### config.mk
export PLATFORM = sky130hd
export DESIGN_NAME = alu_bus_master
export DESIGN_NICKNAME = d
export VERILOG_FILES = /design/src/rtl/alu_bus_master.sv
export SDC_FILE = /design/constraint.sdc
export NUM_CORES = 1
export LEC_CHECK = 0
export ABC_AREA = 1
export ABC_CLOCK_PERIOD_IN_PS = 2100
export BUFFER_PORTS_ARGS = -buffer_cell sky130_fd_sc_hd__clkbuf_2
export CAP_MARGIN = 20
export CELL_PAD_IN_SITES_DETAIL_PLACEMENT = 0
export CELL_PAD_IN_SITES_GLOBAL_PLACEMENT = 2
export CORE_UTILIZATION = 26
export DETAILED_ROUTE_END_ITERATION = 8
export GPL_TIMING_DRIVEN = 0
export HOLD_SLACK_MARGIN = 0.12
export PLACE_DENSITY_LB_ADDON = 0.1
export SLEW_MARGIN = 20
export SYNTH_ARGS = -nofsm -noshare
export SYNTH_HDL_FRONTEND = slang
export SYNTH_SLANG_ARGS = --single-unit
### constraint.sdc
create_clock -name i_Clk -period 2.1 [get_ports i_Clk]
set_clock_uncertainty 0.15 [all_clocks]
set_input_delay 0.42 -clock i_Clk [delete_from_list [all_inputs] [get_ports i_Clk]]
set_output_delay 0.42 -clock i_Clk [all_outputs]
set_load 0.005 [all_outputs]
### src/rtl/alu_bus_master.sv
// rtl/alu_bus_master.sv - sequences one ALU operation over the single-bus command interface
module alu_bus_master #(
    parameter int WORDSIZE  = 16,
    parameter int CMD_WIDTH = 4,
    parameter logic [CMD_WIDTH-1:0] COM_NOP     = CMD_WIDTH'(0),
    parameter logic [CMD_WIDTH-1:0] COM_LATCHA  = CMD_WIDTH'(1),
    parameter logic [CMD_WIDTH-1:0] COM_LATCHB  = CMD_WIDTH'(2),
    parameter logic [CMD_WIDTH-1:0] COM_LATCHF  = CMD_WIDTH'(3),
    parameter logic [CMD_WIDTH-1:0] COM_LATCHOP = CMD_WIDTH'(4),
    parameter logic [CMD_WIDTH-1:0] COM_COMPUTE = CMD_WIDTH'(5),
    parameter logic [CMD_WIDTH-1:0] COM_OUTPUTY = CMD_WIDTH'(6),
    parameter logic [CMD_WIDTH-1:0] COM_OUTPUTF = CMD_WIDTH'(7)
) (
    input  logic                 i_Clk,
    input  logic                 i_Reset_n,
    input  logic                 i_req_valid,
    output logic                 o_req_ready,
    input  logic [WORDSIZE-1:0]  i_req_a,
    input  logic [WORDSIZE-1:0]  i_req_b,
    input  logic [3:0]           i_req_op,
    input  logic                 i_req_load_f,
    input  logic [WORDSIZE-1:0]  i_req_f,
    output logic                 o_rsp_valid,
    input  logic                 i_rsp_ready,
    output logic [WORDSIZE-1:0]  o_rsp_y,
    output logic [WORDSIZE-1:0]  o_rsp_f,
    output logic                 o_rsp_err,
    output logic [CMD_WIDTH-1:0] o_bus_command,
    output logic [WORDSIZE-1:0]  o_bus_data,
    output logic                 o_bus_valid,
    input  logic [WORDSIZE-1:0]  i_bus_data,
    input  logic                 i_bus_valid
);

    typedef enum logic [3:0] {
        IDLE, LA, LB, LOP, LF, COMP, RDY, RDF, RESP
    } state_t;

    state_t               state, state_next;
    logic [WORDSIZE-1:0]  a_q, b_q, f_q;
    logic [3:0]           op_q;
    logic                 load_f_q;
    logic [CMD_WIDTH-1:0] cmd_next;
    logic [WORDSIZE-1:0]  data_next;
    logic                 valid_next;

    assign o_req_ready = (state == IDLE);
    assign o_rsp_valid = (state == RESP);

    always_comb begin
        state_next = state;
        case (state)
            IDLE:    if (i_req_valid) state_next = LA;
            LA:      state_next = LB;
            LB:      state_next = LOP;
            LOP:     state_next = load_f_q ? LF : COMP;
            LF:      state_next = COMP;
            COMP:    state_next = RDY;
            RDY:     state_next = RDF;
            RDF:     state_next = RESP;
            RESP:    if (i_rsp_ready) state_next = IDLE;
            default: state_next = IDLE;
        endcase
    end

    // Bus outputs are computed for the state being entered so they register
    // alongside it; LA is only reachable from IDLE, so it drives the raw input.
    always_comb begin
        cmd_next   = COM_NOP;
        data_next  = '0;
        valid_next = 1'b0;
        case (state_next)
            LA: begin
                cmd_next   = COM_LATCHA;
                data_next  = i_req_a;
                valid_next = 1'b1;
            end
            LB: begin
                cmd_next   = COM_LATCHB;
                data_next  = b_q;
                valid_next = 1'b1;
            end
            LOP: begin
                cmd_next       = COM_LATCHOP;
                data_next[3:0] = op_q;
                valid_next     = 1'b1;
            end
            LF: begin
                cmd_next   = COM_LATCHF;
                data_next  = f_q;
                valid_next = 1'b1;
            end
            COMP:    cmd_next = COM_COMPUTE;
            RDY:     cmd_next = COM_OUTPUTY;
            RDF:     cmd_next = COM_OUTPUTF;
            default: cmd_next = COM_NOP;
        endcase
    end

    always_ff @(posedge i_Clk) begin
        if (!i_Reset_n) begin
            state         <= IDLE;
            o_bus_command <= COM_NOP;
            o_bus_data    <= '0;
            o_bus_valid   <= 1'b0;
            o_rsp_y       <= '0;
            o_rsp_f       <= '0;
            o_rsp_err     <= 1'b0;
            a_q           <= '0;
            b_q           <= '0;
            f_q           <= '0;
            op_q          <= '0;
            load_f_q      <= 1'b0;
        end else begin
            state         <= state_next;
            o_bus_command <= cmd_next;
            o_bus_data    <= data_next;
            o_bus_valid   <= valid_next;
            if (state == IDLE && i_req_valid) begin
                a_q       <= i_req_a;
                b_q       <= i_req_b;
                op_q      <= i_req_op;
                load_f_q  <= i_req_load_f;
                f_q       <= i_req_f;
                o_rsp_err <= 1'b0;
            end
            if (state == RDY) begin
                o_rsp_y <= i_bus_data;
                if (!i_bus_valid) o_rsp_err <= 1'b1;
            end
            if (state == RDF) begin
                o_rsp_f <= i_bus_data;
                if (!i_bus_valid) o_rsp_err <= 1'b1;
            end
        end
    end

endmodule

==> results.json <==
{
  "status": "completed",
  "maxSlewViolCount": 0,
  "synth.area.top_cells": "dfxtp_1 (52%), nand2_1 (13%), nor2_1 (7.0%)",
  "clock_latency_ns": 0.34,
  "fmax_ghz": 0.513,
  "synthFlopType": "dfxtp_1",
  "yosysTopAreaCellShare_pct": 51.7,
  "crit_path_end_kind": "primary output",
  "hp-class": "input port to register",
  "startpoint_type": "register",
  "ys_top_cells_by_count": "nand2_1 (125), dfxtp_1 (94), nor2_1 (68)",
  "synth_edf_count": 0,
  "critical_path_class": "register to primary output",
  "fill_cells": 1519,
  "post-synth-top-count-cell": "nand2_1",
  "synthAdderAreaFrac_pct": 0,
  "synthXorXnorAreaFrac_pct": 0,
  "post_cts_buffers": 0,
  "dpl_cell_area_um2": 4500,
  "grt_max_degree": 15,
  "grt_pass1_wl_um": 17800,
  "use_met2_pct": 26.2,
  "tightestPinTransition_ns": 0.567,
  "vias": 3521,
  "worstPathRequired_ns": 1.53,
  "synth_area_leader_cell": "dfxtp_1",
  "port_buffers": 128,
  "routed_wl_um": 11200,
  "sw_frac_of_total_pct": 30.0,
  "p_sw_mw": 1.31,
  "final_cells": 802,
  "synth_seq_cells": 94,
  "rows": 42,
  "firstDrtPassIters": 4,
  "fp.dieH_um": 120,
  "cp.arrival_ns": 1.38,
  "start_util_pct": 27.1,
  "drive_gt1_share_pct": 28.3,
  "stdcell_area_um2": 4770,
  "postCtsResizedCells": 0,
  "core_area_um2": 13500,
  "cts_buffers": 9,
  "die_area_um2": 14500,
  "yosys_warnings": 0,
  "synth_compound_area_share_pct": 12.2,
  "post_drt_wl_per_cell_um": 13.9,
  "finalPower_mw": 4.36,
  "p_clk_share_pct": 34.7,
  "synth_top_family_by_area": "simple AND/OR/NAND/NOR gates",
  "holdBufCountCts": 0,
  "met1_usage_pct": 20.4,
  "path_clk_slew_ns": 0.06,
  "syn_area_per_cell_um2": 7.55,
  "power_frac_comb_pct": 19.4,
  "die_w_um": 120,
  "globalplace.congestion": 0.762,
  "grt.busiest_layer": "met2",
  "num_antenna_cells": 0,
  "async_reset_ff_share_pct": 0,
  "p_seq_share_pct": 46.0,
  "cpMaxStageDelayCell": "dfxtp_1",
  "vias_per_cell": 4.39,
  "min_period_ns": 1.95,
  "postSynthCellCount": 482,
  "dpl.cell_count": 786,
  "rsz0062_at_grt": "false",
  "ir_drop_mv": 0.384,
  "grt.total_usage_pct": 16.3,
  "grt-ovfl-total": 0,
  "ios": 130,
  "cts.sinks": 94,
  "drtIter0Drc": 121,
  "cts_root_buf": "clkbuf_16",
  "area_growth_pct": 31.0,
  "cts_tree": "built",
  "cp_max_fo": 6,
  "p_int_mw": 3.05,
  "slew_headroom_pct": 62.2,
  "ys_seq_area_share_pct": 51.7,
  "worstPathCellList": "nor2_2 > inv_2 > nor3_1 > clkbuf_2",
  "synthesis.area_um2": 3640,
  "grt_use_met3_pct": 4.34,
  "synthMuxAreaShare_pct": 0,
  "dp_hpwl_um": 8300,
  "grt_pass1_vias": 3467,
  "antenna_found_initial": 0,
  "cts_buffer_depth": 2,
  "drt.antenna.violating_nets": 0,
  "htreeDepth": 3,
  "syn_nets": 556,
  "fin_tns_setup_ns": 0,
  "power_density_nw_per_um2": 913,
  "post-route-period-util_pct": 92.9,
  "final_util_pct": 35.5,
  "final-setup-viol-count": 0,
  "synth-simple-area-share_pct": 28.9,
  "critical-path-max-stage-delay_ns": 0.38,
  "hold_viol": 0,
  "nets": 695,
  "drcViolationCount": 0,
  "cap_viol_max_count": 0,
  "synth.distinct_cells": 26,
  "p_leak_nw": 2.35
}
power groups by stage:
stage	clock network, mW	registers [mW]	logic (mW)
floorplan	0	2.03	0.519
global placement	0	2.04	0.862
detailed placement	0	2.04	0.866
CTS	1.56	2.00	0.868
global route	1.63	2.02	0.958
finish	1.51	2.00	0.843
worst paths after layout:
check / startpoint / endpoint / slack (ns) / cells past startpoint
setup / recovery: state[1] / o_rsp_valid / 0.15 / 4
setup reg to reg: state[1] / o_bus_data[13] / 0.36 / 8
hold reg to reg: op_q[3] / op_q[3] / 0.31 / 2
hold / removal: i_req_op[0] / op_q[0] / 0.15 / 3
cell usage in the layout (no fill, tap or decap), drive strengths merged, types with 4 or more instances in the layout:
| master | n |
|---|---|
| nor2 | 74 |
| buf | 14 |
| a21oi | 42 |
| dfxtp | 94 |
| clkinv | 6 |
| nand4 | 16 |
| nand2 | 129 |
| inv | 32 |
| clkbuf | 152 |
| nand3 | 20 |
| a22oi | 4 |
| o21ai | 36 |
state kept, by name (all words and copies together) (netlist names):
signal and flops:
o_rsp_f 16, o_rsp_err 1, op_q 4, load_f_q 1, o_bus_data 16, o_rsp_y 16, o_bus_valid 1, state 4
o_bus_command 3, b_q 16, f_q 16
metrics by stage:
stage	hold WS [ns]	setup WS, ns
after CTS	0.140	0.0898
after floorplan	0.294	0.650
after global routing	0.149	0.0553
final	0.151	0.149
after global placement	0.303	0.324
after detailed placement	0.307	0.319
critical path, delay by kind of cell, from the launching register on:
family                 cells  cell delay, ns
buffers and inverters      2            0.23
DFF                        1            0.38
and+or+nand+nor            2            0.43
cell type report:
cell class | instances | area, um^2 | area share (%)
sequential | 94 | 1880 | 39.5
multi-input combinational | 328 | 1500 | 31.4
timing repair buffer | 128 | 641 | 13.4
clock buffer | 11 | 243 | 5.09
tap | 176 | 220 | 4.62
buffer | 27 | 136 | 2.86
inverter | 33 | 124 | 2.60
clock inverter | 5 | 25.0 | 0.525
logic make-up after synthesis:
family	after synthesis
buffers and inverters	60
and+or+nand+nor	243
AOI/OAI and AO/OA	84
other	1
DFF	94
layer usage:
layer  share of wire, %  vias up  wire length [um]
met2                 46      106              5110
met1                 45     1578              5060
met4                1.9        0               210
met5                  0        -                 0
met3                7.1       12               791
li1                   -     1825                 -
(Power assumes the default switching activity.)
